==> src/rtl/button_debouncer_pkg.sv <==
// Shared definitions for the button debouncer: FSM state encoding and board default.
package button_debouncer_pkg;

    typedef enum logic [1:0] {
        STABLE_LO = 2'd0,
        WAIT_HI   = 2'd1,
        STABLE_HI = 2'd2,
        WAIT_LO   = 2'd3
    } state_t;

    // About 1 ms of stability at a 20 MHz board clock.
    localparam int DEFAULT_STABLE_CYCLES = 20000;

endpackage

==> src/rtl/button_debouncer_sync_chain.sv <==
// Multi-flop synchronizer for a single asynchronous input, reset to a known level.
module sync_chain #(
    parameter int SYNC_STAGES = 2,
    parameter bit RESET_LEVEL = 1'b0
) (
    input  logic CLK,
    input  logic RESET,
    input  logic D,
    output logic Q
);

    logic [SYNC_STAGES-1:0] sync_q;
    logic [SYNC_STAGES-1:0] sync_d;

    assign sync_d = {sync_q[SYNC_STAGES-2:0], D};

    always_ff @(posedge CLK) begin
        if (RESET) begin
            sync_q <= {SYNC_STAGES{RESET_LEVEL}};
        end else begin
            sync_q <= sync_d;
        end
    end

    assign Q = sync_q[SYNC_STAGES-1];

endmodule

==> src/rtl/button_debouncer.sv <==
// Debounces a raw button level: synchronizer, then a counter-qualified 4-state FSM
// that commits a new level only after STABLE_CYCLES consecutive matching samples.
module button_debouncer
    import button_debouncer_pkg::*;
#(
    parameter int SYNC_STAGES   = 2,
    parameter int STABLE_CYCLES = DEFAULT_STABLE_CYCLES,
    parameter bit RESET_LEVEL   = 1'b0
) (
    input  logic CLK,
    input  logic RESET,
    input  logic RAW_IN,
    output logic LEVEL,
    output logic BUSY
);

    localparam int                   CNT_WIDTH  = $clog2(STABLE_CYCLES + 1);
    localparam logic [CNT_WIDTH-1:0] CNT_LAST   = CNT_WIDTH'(STABLE_CYCLES - 1);
    localparam logic [CNT_WIDTH-1:0] CNT_ONE    = CNT_WIDTH'(1);
    localparam state_t               IDLE_STATE = RESET_LEVEL ? STABLE_HI : STABLE_LO;

    logic                 sync_out;
    state_t               state_q;
    logic [CNT_WIDTH-1:0] cnt_q;
    logic                 level_q;
    logic                 busy_q;

    sync_chain #(
        .SYNC_STAGES (SYNC_STAGES),
        .RESET_LEVEL (RESET_LEVEL)
    ) u_sync (
        .CLK   (CLK),
        .RESET (RESET),
        .D     (RAW_IN),
        .Q     (sync_out)
    );

    always_ff @(posedge CLK) begin
        if (RESET) begin
            state_q <= IDLE_STATE;
            cnt_q   <= '0;
            level_q <= RESET_LEVEL;
            busy_q  <= 1'b0;
        end else begin
            case (state_q)
                STABLE_LO: begin
                    if (sync_out) begin
                        state_q <= WAIT_HI;
                        cnt_q   <= CNT_ONE;
                        busy_q  <= 1'b1;
                    end else begin
                        cnt_q   <= '0;
                        busy_q  <= 1'b0;
                    end
                end
                WAIT_HI: begin
                    // Any low sample aborts qualification; LEVEL is untouched.
                    if (!sync_out) begin
                        state_q <= STABLE_LO;
                        cnt_q   <= '0;
                        busy_q  <= 1'b0;
                    end else if (cnt_q == CNT_LAST) begin
                        state_q <= STABLE_HI;
                        level_q <= 1'b1;
                        cnt_q   <= '0;
                        busy_q  <= 1'b0;
                    end else begin
                        cnt_q   <= cnt_q + CNT_ONE;
                    end
                end
                STABLE_HI: begin
                    if (!sync_out) begin
                        state_q <= WAIT_LO;
                        cnt_q   <= CNT_ONE;
                        busy_q  <= 1'b1;
                    end else begin
                        cnt_q   <= '0;
                        busy_q  <= 1'b0;
                    end
                end
                WAIT_LO: begin
                    if (sync_out) begin
                        state_q <= STABLE_HI;
                        cnt_q   <= '0;
                        busy_q  <= 1'b0;
                    end else if (cnt_q == CNT_LAST) begin
                        state_q <= STABLE_LO;
                        level_q <= 1'b0;
                        cnt_q   <= '0;
                        busy_q  <= 1'b0;
                    end else begin
                        cnt_q   <= cnt_q + CNT_ONE;
                    end
                end
                default: begin
                    state_q <= IDLE_STATE;
                    cnt_q   <= '0;
                    level_q <= RESET_LEVEL;
                    busy_q  <= 1'b0;
                end
            endcase
        end
    end

    assign LEVEL = level_q;
    assign BUSY  = busy_q;

endmodule

==> config.mk <==
export PLATFORM = sky130hd
export DESIGN_NAME = button_debouncer
export DESIGN_NICKNAME = d
export VERILOG_FILES = /design/src/rtl/button_debouncer_pkg.sv /design/src/rtl/button_debouncer_sync_chain.sv /design/src/rtl/button_debouncer.sv
export SDC_FILE = /design/constraint.sdc
export NUM_CORES = 1
export LEC_CHECK = 0
export CORE_UTILIZATION = 48
export DETAILED_ROUTE_END_ITERATION = 16
export HOLD_SLACK_MARGIN = 0.03
export PLACE_DENSITY = 0.67
export SETUP_SLACK_MARGIN = 0.1
export SYNTH_ARGS = -nofsm -noshare
export SYNTH_HDL_FRONTEND = slang
export SYNTH_HIERARCHICAL = 1
export SYNTH_SLANG_ARGS = --single-unit
==> constraint.sdc <==
create_clock -name CLK -period 4.6 [get_ports CLK]
set_input_delay 0.69 -clock CLK [delete_from_list [all_inputs] [get_ports CLK]]
set_output_delay 0.69 -clock CLK [all_outputs]
set_load 0.02 [all_outputs]
# Word level (Yosys, flattened, before mapping)
# Cells that the tools add are included.
[word_totals]
register_bits = 21
inputBits = 3
output_inout_bits = 2
[op_classes]
addsub = 1
n_eq_ne = 12
muxes = 24
n_reduce_logical = 4
[ops]
columns = ["operator", "n"]
rows = [
  ["case mux 15 bit (4 select lines)", 1],
  ["2-to-1 mux 15 bit", 3],
  ["adder 15 x 1 -> 15 bit, second input constant", 1],
  ["== test 15 bit, second input constant", 1],
  ["2-to-1 mux 2 bit", 6],
  ["2-to-1 mux 1 bit", 11],
  ["!= test 2 bit, second input constant", 4],
  ["case mux 2 bit (4 select lines)", 1],
  ["AND reduction 5 bit", 1],
  ["== test 2 bit, second input constant", 2],
  ["!= test 2 x 1 -> 1 bit, second input constant", 2],
  ["case mux 1 bit (4 select lines)", 1],
  ["AND reduction 4 bit", 1],
  ["!= test 3 x 2 -> 1 bit, second input constant", 1],
  ["!= test 3 bit, second input constant", 1],
  ["== test 2 x 1 -> 1 bit, second input constant", 1],
  ["zero test 2 bit", 1],
  ["case mux 1 bit (2 select lines)", 1],
  ["nonzero test 2 bit", 1],
]

# Logic depth before layout (Yosys ltp)
[depth]
ltp_word = 4
depth_mapped = 5
depth_no_buf = 5

# Modules after synthesis
# Netlist, hierarchy kept.
[modules_own_cells]
columns = ["mod", "instances", "cells_per_inst", "area_each_um2", "seq_area_each_um2"]
rows = [
  ["button_debouncer", 1, 92, 827.0, 380.4],
  ["sync_chain", 1, 4, 52.6, 40.0],
]

# Worst setup path before layout
# OpenSTA, ideal clock, no wires.
[synth_path]
path_type = "register to register"
from = "register cnt_q[5]"
to = "register level_q (netlist: LEVEL)"
t_arrival_ps = 1708
required_ps = 4526
slack_ps = 2818
path_stages_with_launch = 5
n_path_buf = 0
path_cell_list = "dfxtp_1 > or4_1 > or4_4 > nand3b_4 > a31oi_1"
[synth_between]
elab_chain_len = 3
word_cells_on_any_way = 4
cone_classes = "eq/ne: 3; reduce/logical: 1"
[synth_rtl]
columns = ["item", "line_no", "text"]
rows = [
  ["start: declaration", "button_debouncer.sv:24", "logic [CNT_WIDTH-1:0] cnt_q;"],
  ["start signal: assignment", "button_debouncer.sv:68", "cnt_q <= cnt_q + CNT_ONE;"],
  ["start signal: assignment", "button_debouncer.sv:92", "cnt_q <= cnt_q + CNT_ONE;"],
  ["== test 15 bit *", "button_debouncer.sv:62, button_debouncer.sv:86", ""],
  ["!= test 2 bit (no source line)", "n/a", ""],
  ["AND reduction 5 bit (no source line) *", "n/a", ""],
  ["end signal: assignment", "button_debouncer.sv:64", "level_q <= 1'b1;"],
  ["end signal: assignment", "button_debouncer.sv:88", "level_q <= 1'b0;"],
  ["end signal: assignment", "button_debouncer.sv:98", "level_q <= RESET_LEVEL;"],
  ["end: declaration", "button_debouncer.sv:25", "logic level_q;"],
]
# Every way passes the cells marked *; elsewhere a longest branch is shown, timed or not.
# A chain may end at the register's enable or synchronous reset.

# Worst setup path after layout
[layout_path]
from = "register level_q (netlist: LEVEL)"
to = "output LEVEL"
[layout_lines]
columns = ["item", "line_no", "text"]
rows = [
  ["start signal: assignment", "button_debouncer.sv:42", "level_q <= RESET_LEVEL;"],
  ["start signal: assignment", "button_debouncer.sv:64", ""],
  ["start signal: assignment", "button_debouncer.sv:88", ""],
  ["end: declaration", "button_debouncer.sv:13", "output logic LEVEL,"],
]
# No word-level cell between the ends.

==> flow_metrics.tcl <==
set metrics [dict create \
    p_seq_share_pct 66.0 \
    total_power_w 0.000282 \
    max-cap-violations 0 \
    first_iter_violations 9 \
    final_common_cell "dfxtp_1" \
    power.density_nw_per_um2 289 \
    finalSetupViolCount 0 \
    fp-row-count 15 \
    crit_slowest_cell "clkdlybuf4s50_1" \
    finalHoldViolations 0 \
    grt_usage_pct 17.2 \
    power_frac_comb_pct 3.1 \
    fin_skew_ns 0.00463 \
    internal-power_w 0.000223 \
    fin_ws_ns 2.64 \
    cp.depth 1 \
    post_cts_buffers 0 \
    switching_share_pct 20.9 \
    synth_cell_types 24 \
    syn_inst 96 \
    drtPass1Iterations 4 \
    rr_startpoint "cnt_q[5]$_SDFF_PP0_" \
    synth_xor_area_share_pct 13.9 \
    vias 673 \
    dp_cells 124 \
    final_cells 128 \
    cp-startpoint "LEVEL$_SDFFE_PP0P_" \
    syn-num-nets 100 \
    yosysWarnings 6 \
    path_max_fanout 3 \
    cts_sinks 21 \
    synth-adder-area-share_pct 1.42 \
    layout_common_cells "21 x dfxtp_1, 18 x nor2_1, 9 x xnor2_1, 6 x inv_1" \
    crit_path_end "LEVEL" \
    die_w_um 44.8 \
    whs_path_depth 1 \
    drcViolationCount 0 \
    setup_tns_ns 0 \
    place_hpwl_mm 1.06 \
    r2r-end "LEVEL$_SDFFE_PP0P_" \
    path_buf_inv 1 \
    ant_nets 0 \
    critPathLaunchType "flip-flop" \
    clk_pin_slew_ns 0.11 \
    p_leak_nw 0.313 \
    drive_above_1_share_pct 4.85 \
    crit_chain "clkdlybuf4s50_1" \
    synth.ff_latch_count 21 \
    synthesis.area_um2 880 \
    clock_latency_ns 0.30 \
    rsz0062_at_grt "no" \
    synthSimpleGateAreaFrac_pct 29.2 \
    synth_top_family_by_area "simple AND/OR/NAND/NOR gates" \
    syn_area_per_cell_um2 9.16 \
    fin_nets 108 \
    grt_pass1_wl_mm 2.53 \
    cts-buffers-inserted 3 \
    viasPerCell 5.26 \
    crit_required_ns 3.91 \
    reg2reg_slack_ns 2.70 \
    ios 5 \
    synth-seq-area-share_pct 47.8 \
    reg2reg_depth 4 \
    htree_levels 1 \
    wl_per_cell_um 11.5 \
    port_buffers 4 \
    crit_arrival_ns 1.27 \
    cts_tree "done" \
    grt_max_degree 13 \
    overflow 0 \
    area_delta_synth_final_pct 10.7 \
    path_class "reg -> out" \
    hold_buffers 0 \
    antenna_cells 0 \
    wl_mm 1.47 \
    worst_slew_pin_slew_ns 0.402 \
    cts_buffer_depth 2 \
    slowest_delay_ns 0.61 \
    slew_violations 0 \
    place_ws_ns 2.55 \
    p_switching_w 0.0000589 \
    ir_worst_vdd_uv 182 \
    gp_congestion 0.773 \
    core_area_um2 1730 \
    slew_headroom_pct 73.2 \
    status "finished, final reports clean" \
    synth.mux.area_fraction_pct 1.14 \
    finalCritPeriodShare_pct 42.6 \
    antenna_found_initial 0 \
    grt_pass1_vias 573 \
    die_h_um 44.8 \
    start_util_pct 50.9 \
    cp_top_family "buffers and inverters" \
    synth_compound_area_share_pct 3.56 \
    endpoint_kind "output port" \
    die_area_um2 2010 \
    hold_class "reg -> reg" \
    p_clk_share_pct 30.9 \
    cts_root_buf "clkbuf_4" \
    clock.fmax_mhz 511 \
    min_period_ns 1.96 \
    post_cts_resize_count 0 \
]
==> flip-flops by register name, summed over array words and instances, names as in the netlist, named ones only <==
signal,cells
LEVEL,1
u_sync/sync_q,2
state_q,1
BUSY,1
cnt_q,15
==> power by group through the flow <==
stage	registers [W]	logic, W	clock network, W
finish	0.000186	0.00000877	0.0000870
global route	0.000186	0.00000974	0.0000952
CTS	0.000186	0.00000887	0.0000899
detailed placement	0.000190	0.00000879	0
global placement	0.000190	0.00000877	0
floorplan	0.000191	0.00000286	0
==> cells in the mapped netlist (all sizes together) <==
master,n,area [um^2]
a21oi,2,10.0
a31oi,1,6.26
a41o,1,10.0
and4,1,8.76
clkbuf,1,3.75
dfxtp,21,420
ha,1,12.5
inv,6,22.5
mux2i,1,10.0
nand2,5,18.8
nand3,4,20.0
nand3b,3,35.0
nand4,4,25.0
nor2,18,67.6
nor2b,2,12.5
nor3,4,20.0
nor4,3,18.8
o21ai,1,5.00
or4,2,18.8
or4bb,1,11.3
xnor2,9,78.8
xor2,5,43.8
==> cell families (layout without fill, tap and decap cells) <==
kind of cell,count (synthesis),in the layout
adders and majority gates,1,1
and+or+nand+nor,47,47
xor gates and xnor gates,14,14
muxes,1,1
DFF,21,21
AOI/OAI and AO/OA,5,5
buffers and inverters,7,14
==> worst min path at each step <==
stage,start,to
floorplan,u_sync/sync_q[0]$_SDFF_PP0_,u_sync/sync_q[1]$_SDFF_PP0_
global placement,u_sync/sync_q[0]$_SDFF_PP0_,u_sync/sync_q[1]$_SDFF_PP0_
detailed placement,u_sync/sync_q[0]$_SDFF_PP0_,u_sync/sync_q[1]$_SDFF_PP0_
CTS,u_sync/sync_q[0]$_SDFF_PP0_,u_sync/sync_q[1]$_SDFF_PP0_
global route,u_sync/sync_q[0]$_SDFF_PP0_,u_sync/sync_q[1]$_SDFF_PP0_
finish,u_sync/sync_q[0]$_SDFF_PP0_,u_sync/sync_q[1]$_SDFF_PP0_
==> routing by layer <==
metal,wire (um),up-vias,track usage (%)
li1,-,342,-
met1,758,323,24.4
met2,665,4,25.3
met3,24,4,2.40
met4,24,0,9.09
met5,0,-,0
==> layout make-up <==
type                       count  area [um^2]
clock buffer                   4         26.3
fill                         173          753
inverter                       6         22.5
multi-input combinational     68          433
sequential                    21          420
tap                           25         31.3
timing repair buffer           4         40.0
==> per-stage QoR <==
step	cell area [um^2]	util, %	hold WS [ns]
final	973	56.4	0.453
after detailed placement	947	54.9	0.430
after floorplan	880	-	0.414
after CTS	973	56.4	0.456
after global placement	947	54.9	0.421
after global routing	973	56.4	0.463
No activity file was read; power rests on OpenSTA's default activity.
